**src/rtl/chess_pkg.sv**
```systemverilog
// rtl/chess_pkg.sv - shared slot map, square fields, home positions and FSM encoding
package chess_pkg;

    localparam int NUM_SLOTS = 16;
    localparam int SQ_W      = 6;
    localparam int LV_W      = NUM_SLOTS * SQ_W;

    localparam int ROW_MSB = 5;
    localparam int ROW_LSB = 3;
    localparam int COL_MSB = 2;
    localparam int COL_LSB = 0;

    localparam int SLOT_KING    = 0;
    localparam int SLOT_QUEEN   = 1;
    localparam int SLOT_BISHOP0 = 2;
    localparam int SLOT_BISHOP1 = 3;
    localparam int SLOT_KNIGHT0 = 4;
    localparam int SLOT_KNIGHT1 = 5;
    localparam int SLOT_ROOK0   = 6;
    localparam int SLOT_ROOK1   = 7;
    localparam int SLOT_PAWN0   = 8;

    typedef enum logic [2:0] {
        ST_SELECT,
        ST_HELD,
        ST_ARMED,
        ST_COMMIT,
        ST_DONE
    } state_t;

    // Home layout for one side: back rank pieces on back_row, pawn 8+c on (pawn_row, c).
    function automatic logic [LV_W-1:0] home_locations(input logic [2:0] back_row,
                                                        input logic [2:0] pawn_row);
        logic [LV_W-1:0] lv;
        lv = '0;
        lv[SLOT_KING*SQ_W    +: SQ_W] = {back_row, 3'd4};
        lv[SLOT_QUEEN*SQ_W   +: SQ_W] = {back_row, 3'd3};
        lv[SLOT_BISHOP0*SQ_W +: SQ_W] = {back_row, 3'd2};
        lv[SLOT_BISHOP1*SQ_W +: SQ_W] = {back_row, 3'd5};
        lv[SLOT_KNIGHT0*SQ_W +: SQ_W] = {back_row, 3'd1};
        lv[SLOT_KNIGHT1*SQ_W +: SQ_W] = {back_row, 3'd6};
        lv[SLOT_ROOK0*SQ_W   +: SQ_W] = {back_row, 3'd0};
        lv[SLOT_ROOK1*SQ_W   +: SQ_W] = {back_row, 3'd7};
        for (int c = 0; c < 8; c++) begin
            lv[(SLOT_PAWN0 + c)*SQ_W +: SQ_W] = {pawn_row, 3'(c)};
        end
        return lv;
    endfunction

    localparam logic [LV_W-1:0] LVW_RESET    = home_locations(3'd0, 3'd1);
    localparam logic [LV_W-1:0] LVB_RESET    = home_locations(3'd7, 3'd6);
    localparam logic [SQ_W-1:0] CURSOR_RESET = 6'b000_100;

endpackage

```
**src/rtl/piece_finder.sv**
```systemverilog
// rtl/piece_finder.sv - finds the lowest-index alive slot sitting on a square
module piece_finder
    import chess_pkg::*;
(
    input  logic [LV_W-1:0]      locations,
    input  logic [NUM_SLOTS-1:0] alive,
    input  logic [SQ_W-1:0]      square,
    output logic                 hit,
    output logic [3:0]           slot
);

    // Scan from the top down so the lowest matching index is the one left standing.
    always_comb begin
        hit  = 1'b0;
        slot = 4'd0;
        for (int k = NUM_SLOTS - 1; k >= 0; k--) begin
            if (alive[k] && (locations[k*SQ_W +: SQ_W] == square)) begin
                hit  = 1'b1;
                slot = 4'(k);
            end
        end
    end

endmodule

```
**src/rtl/move_controller.sv**
```systemverilog
// rtl/move_controller.sv - cursor, piece pick/place FSM and board state for two sides
module move_controller
    import chess_pkg::*;
#(
    parameter int BOARD_MAX = 7
) (
    input  logic                 clk12,
    input  logic                 reset,
    input  logic                 btn_up,
    input  logic                 btn_down,
    input  logic                 btn_left,
    input  logic                 btn_right,
    input  logic                 btn_enter,
    input  logic                 btn_esc,
    input  logic                 btn_confirm,
    output logic [SQ_W-1:0]      cursor,
    output logic                 enter_pressed,
    output logic                 confirm_pressed,
    output logic                 player,
    output logic [LV_W-1:0]      lvw,
    output logic [LV_W-1:0]      lvb,
    output logic [NUM_SLOTS-1:0] avw,
    output logic [NUM_SLOTS-1:0] avb,
    output logic                 move_done,
    output logic                 capture,
    output logic                 game_over
);

    localparam logic [2:0] MAX_IDX = 3'(BOARD_MAX);

    state_t state, state_next;

    logic [3:0]      held_slot;
    logic [SQ_W-1:0] src_sq, dst_sq;

    logic [LV_W-1:0]      own_lv, opp_lv;
    logic [NUM_SLOTS-1:0] own_av, opp_av;
    logic                 own_hit, opp_hit, king_hit;
    logic [3:0]           own_slot, opp_slot;

    logic act_esc, act_confirm, act_enter, act_dir;
    logic steer, latch_src, latch_dst, commit;
    logic [2:0] row_next, col_next;
    logic [6:0] held_base;

    assign own_lv = player ? lvw : lvb;
    assign own_av = player ? avw : avb;
    assign opp_lv = player ? lvb : lvw;
    assign opp_av = player ? avb : avw;

    piece_finder u_own_finder (
        .locations (own_lv),
        .alive     (own_av),
        .square    (cursor),
        .hit       (own_hit),
        .slot      (own_slot)
    );

    // The opponent lookup only matters during COMMIT, where the destination is the target.
    piece_finder u_opp_finder (
        .locations (opp_lv),
        .alive     (opp_av),
        .square    (dst_sq),
        .hit       (opp_hit),
        .slot      (opp_slot)
    );

    assign king_hit = opp_hit && (opp_slot == 4'(SLOT_KING));

    assign act_esc     = btn_esc;
    assign act_confirm = btn_confirm & ~btn_esc;
    assign act_enter   = btn_enter & ~btn_esc & ~btn_confirm;
    assign act_dir     = ~(btn_esc | btn_confirm | btn_enter);

    always_ff @(posedge clk12) begin
        if (reset) begin
            state <= ST_SELECT;
        end else begin
            state <= state_next;
        end
    end

    always_comb begin
        state_next = state;
        steer      = 1'b0;
        latch_src  = 1'b0;
        latch_dst  = 1'b0;
        commit     = 1'b0;
        case (state)
            ST_SELECT: begin
                steer = act_dir;
                if (act_enter && own_hit) begin
                    state_next = ST_HELD;
                    latch_src  = 1'b1;
                end
            end
            ST_HELD: begin
                steer = act_dir;
                if (act_esc) begin
                    state_next = ST_SELECT;
                end else if (act_enter && (cursor != src_sq) && !own_hit) begin
                    state_next = ST_ARMED;
                    latch_dst  = 1'b1;
                end
            end
            ST_ARMED: begin
                if (act_esc) begin
                    state_next = ST_HELD;
                end else if (act_confirm) begin
                    state_next = ST_COMMIT;
                end
            end
            ST_COMMIT: begin
                commit     = 1'b1;
                state_next = king_hit ? ST_DONE : ST_SELECT;
            end
            ST_DONE: begin
                state_next = ST_DONE;
            end
            default: begin
                state_next = ST_SELECT;
            end
        endcase
    end

    always_comb begin
        row_next = cursor[ROW_MSB:ROW_LSB];
        col_next = cursor[COL_MSB:COL_LSB];
        if (steer) begin
            if (btn_up && (row_next < MAX_IDX)) begin
                row_next = row_next + 3'd1;
            end else if (btn_down && (row_next != 3'd0)) begin
                row_next = row_next - 3'd1;
            end
            if (btn_right && (col_next < MAX_IDX)) begin
                col_next = col_next + 3'd1;
            end else if (btn_left && (col_next != 3'd0)) begin
                col_next = col_next - 3'd1;
            end
        end
    end

    assign held_base = 7'(held_slot) * 7'd6;

    always_ff @(posedge clk12) begin
        if (reset) begin
            cursor          <= CURSOR_RESET;
            player          <= 1'b1;
            lvw             <= LVW_RESET;
            lvb             <= LVB_RESET;
            avw             <= '1;
            avb             <= '1;
            held_slot       <= 4'd0;
            src_sq          <= '0;
            dst_sq          <= '0;
            enter_pressed   <= 1'b0;
            confirm_pressed <= 1'b0;
            move_done       <= 1'b0;
            capture         <= 1'b0;
            game_over       <= 1'b0;
        end else begin
            cursor          <= {row_next, col_next};
            enter_pressed   <= (state_next == ST_HELD) || (state_next == ST_ARMED);
            confirm_pressed <= (state_next == ST_ARMED) || (state_next == ST_COMMIT);
            move_done       <= 1'b0;
            capture         <= 1'b0;
            if (latch_src) begin
                held_slot <= own_slot;
                src_sq    <= cursor;
            end
            if (latch_dst) begin
                dst_sq <= cursor;
            end
            if (commit) begin
                if (player) begin
                    lvw[held_base +: SQ_W] <= dst_sq;
                end else begin
                    lvb[held_base +: SQ_W] <= dst_sq;
                end
                if (opp_hit) begin
                    if (player) begin
                        avb[opp_slot] <= 1'b0;
                    end else begin
                        avw[opp_slot] <= 1'b0;
                    end
                    capture <= 1'b1;
                end
                move_done <= 1'b1;
                // Losing the king ends the game with the winner still shown as the side to move.
                if (king_hit) begin
                    game_over <= 1'b1;
                end else begin
                    player <= ~player;
                end
            end
        end
    end

endmodule
```
**config.mk**
```make
export PLATFORM = sky130hd
export DESIGN_NAME = move_controller
export DESIGN_NICKNAME = d
export VERILOG_FILES = /design/src/rtl/chess_pkg.sv /design/src/rtl/piece_finder.sv /design/src/rtl/move_controller.sv
export SDC_FILE = /design/constraint.sdc
export NUM_CORES = 1
export LEC_CHECK = 0
export BUFFER_PORTS_ARGS = -buffer_cell sky130_fd_sc_hd__buf_2
export CORE_MARGIN = 2
export CORE_UTILIZATION = 58
export DETAILED_ROUTE_END_ITERATION = 7
export PLACE_DENSITY_LB_ADDON = 0.2
export SLEW_MARGIN = 40
export SYNTH_ARGS = -nofsm -noshare
export SYNTH_HDL_FRONTEND = slang
export SYNTH_SLANG_ARGS = --single-unit
export TNS_END_PERCENT = 5
```
**constraint.sdc**
```tcl
create_clock -name clk12 -period 4.5 [get_ports clk12]
set_clock_uncertainty 0.1 [all_clocks]
set_input_delay 0.225 -clock clk12 [delete_from_list [all_inputs] [get_ports clk12]]
set_output_delay 0.225 -clock clk12 [all_outputs]
set_load 0.01 [all_outputs]
```
==> results_dict.tcl <==
set metrics [dict create \
    synth_top_area_cell "dfxtp_1" \
    fmax_ghz 0.241 \
    final_nets 2300 \
    pre_cts_ws_ns 0.459 \
    ant_nets 0 \
    fp-row-count 61 \
    power_mw 4.88 \
    io_pins 245 \
    cts.sinks 255 \
    setup_ws_ns 0.355 \
    postLayoutCoreUtil 0.695 \
    drcViolationCount 0 \
    routed_wl_mm 69.8 \
    ys_top_cells_by_area "dfxtp_1 31%, mux2i_1 16%, nand2_1 5.7%" \
    hold_viol 1 \
    cts_setup_buffers 0 \
    irDropWorstVdd_mv 0.338 \
    rsz0062_at_grt "false" \
    finalSetupTns_ns 0 \
    core-area_sq_um 27800 \
    setup_viol 0 \
    ys_ff_latch 255 \
    root_buffer "clkbuf_16" \
    syn_area_sq_um 16400 \
    cp_cell_sequence "buf_12 -> mux2i_1 -> xor2_1 -> o2111ai_1 -> or4_1 -> nand4_1 -> or4b_1 -> or4_4 -> a2111oi_2" \
    grt_start_max_net_pins 133 \
    antenna_found_initial 1 \
    vias_per_cell 6.62 \
    synth_top_area_frac 0.311 \
    synthCells 2027 \
    dieArea_sq_um 29600 \
    synth_top_cells_by_count "255 x dfxtp_1, 255 x mux2i_1, 248 x nand2_1, 194 x nor2_1, 104 x xnor2_1" \
    place.gp.congestion 1.04 \
    layout-drive-gt1-share 0.190 \
    ys_seq_area_frac 0.311 \
    die-width_um 172 \
    yosys_warnings 0 \
    relSlewSlack 0.413 \
    finalCritPeriodShare 0.921 \
    max_stage_delay_ns 0.90 \
    place_inst 2626 \
    fin_crit_ns 4.15 \
    vias 17700 \
    status "finished with violations" \
    hold-worst-slack_ns -0.00277 \
    tritoncts "yes" \
    synth-main-ff-cell "dfxtp_1" \
    ys_types 77 \
    port_buffers 244 \
    die_h_um 172 \
    crit_type "flop to flop" \
    cp.arrival_ns 4.51 \
    dr.pass1.iters 8 \
    wl_per_cell_um 26.1 \
    slew_viol_final 0 \
    numCtsBuffers 28 \
    p_leak_nw 8.85 \
    syn_nets 2047 \
    path_clk_slew_ns 0.06 \
    grt_pass1_vias 16300 \
    failed_checks "hold timing" \
    drv_cap 0 \
    startpoint_type "flop" \
    grt_first_pass_wirelength_mm 101 \
    crit_path_end_kind "flop" \
    worst_path_max_delay_cell "dfxtp_4" \
    power.density_nw_per_um2 253 \
    min_path_type "input pin to flop" \
    avgSynthCellArea_sq_um 8.09 \
    drt_iter0_drc 2326 \
    reg2reg_depth 9 \
    syn_to_final_growth_pct 17.7 \
    htree_levels 1 \
    crit_fanout 49 \
    async_reset_ff_frac 0 \
    crit_required_ns 4.86 \
    initial_core_util 0.590 \
    overflow 0 \
    synth_edf_count 0 \
    clkLatencyLatePin_ns 0.57 \
    worst_pin_slew_ns 0.881 \
    grt_usage 0.459 \
    hpwl_mm 51.0 \
    clockBufferDepth 3 \
    fin_cells 2680 \
    hold_depth 4 \
]
critical path, delay by kind of cell (launching register included):
kind | cells | cell delay, ns
flops | 1 | 0.90
buf+inv | 1 | 0.25
xor+xnor | 1 | 0.12
simple gates | 4 | 1.80
compound gates | 2 | 0.52
mux | 1 | 0.27
timing repair:
item                      CTS  global route
hold endpoints to repair    5             0
hold buffers                2             0
resized for setup           0             0
final cells by class:
| type | count | area (sq um) |
|---|---|---|
| clock buffer | 39 | 793 |
| sequential | 255 | 5120 |
| timing repair buffer | 359 | 2180 |
| tap | 378 | 473 |
| inverter | 47 | 179 |
| antenna | 1 | 2.50 |
| multi-input combinational | 1589 | 10400 |
| clock inverter | 12 | 120 |
| fill | 2415 | 8480 |
routing by layer:
| metal | up-vias | GRT usage | part of all wire |
|---|---|---|---|
| met5 | - | 0 | 0.00020 |
| met4 | 2 | 0.231 | 0.059 |
| met3 | 270 | 0.122 | 0.14 |
| met2 | 1337 | 0.694 | 0.42 |
| met1 | 8381 | 0.605 | 0.38 |
| li1 | 7756 | - | - |
placed cells by master (no fill, tap or decap), types with 12 or more instances in the layout:
| master | instances |
|---|---|
| a21oi_1 | 83 |
| a31oi_1 | 16 |
| buf_2 | 243 |
| buf_4 | 107 |
| clkbuf_16 | 29 |
| dfxtp_1 | 250 |
| inv_1 | 44 |
| mux2i_1 | 255 |
| nand2_1 | 248 |
| nand2b_1 | 38 |
| nand3_1 | 92 |
| nor2_1 | 193 |
| nor3_1 | 74 |
| nor4_1 | 23 |
| o2111ai_1 | 23 |
| o211ai_1 | 33 |
| o21ai_0 | 86 |
| o22ai_1 | 37 |
| o311ai_0 | 19 |
| o32ai_1 | 12 |
| or4_1 | 19 |
| xnor2_1 | 103 |
| xor2_1 | 84 |
cells by family after synthesis:
group,share of synthesized area
buf+inv,0.0548
compound gates,0.150
fa+ha+maj,0.00977
flops,0.311
mux,0.158
xor+xnor,0.102
simple gates,0.214
path summary, 6_finish.rpt:
| path | from | end | slack [ns] |
|---|---|---|---|
| max | player$_SDFFE_PP1P_ | state[1]$_SDFF_PP0_ | 0.35 |
| min reg2reg | game_over$_SDFFE_PP0P_ | game_over$_SDFFE_PP0P_ | 0.36 |
| max reg2reg | player$_SDFFE_PP1P_ | state[1]$_SDFF_PP0_ | 0.35 |
| min | btn_confirm | enter_pressed$_SDFF_PP0_ | -0.003 |
per-stage QoR:
step / hold slack (ns) / cell area [sq um]
floorplan: 0.201 / 16400
global placement: 0.331 / 18300
detailed placement: 0.347 / 18300
CTS: 0.000142 / 19300
global route: 0.0140 / 19300
finish: -0.00277 / 19300
where the power goes:
part           total (mW)  switching (mW)  internal [mW]
Sequential           2.27          0.0135           2.26
Combinational       0.282           0.205         0.0769
Clock                2.33           0.987           1.34
registers in the layout, summed over array words and instances, names as in the netlist:
name / flops
confirm_pressed: 1
held_slot: 4
cursor: 6
state: 3
lvw: 96
lvb: 96
dst_sq: 6
player: 1
game_over: 1
capture: 1
src_sq: 6
avb: 16
enter_pressed: 1
avw: 16
move_done: 1
No activity file was read; power rests on OpenSTA's default activity.
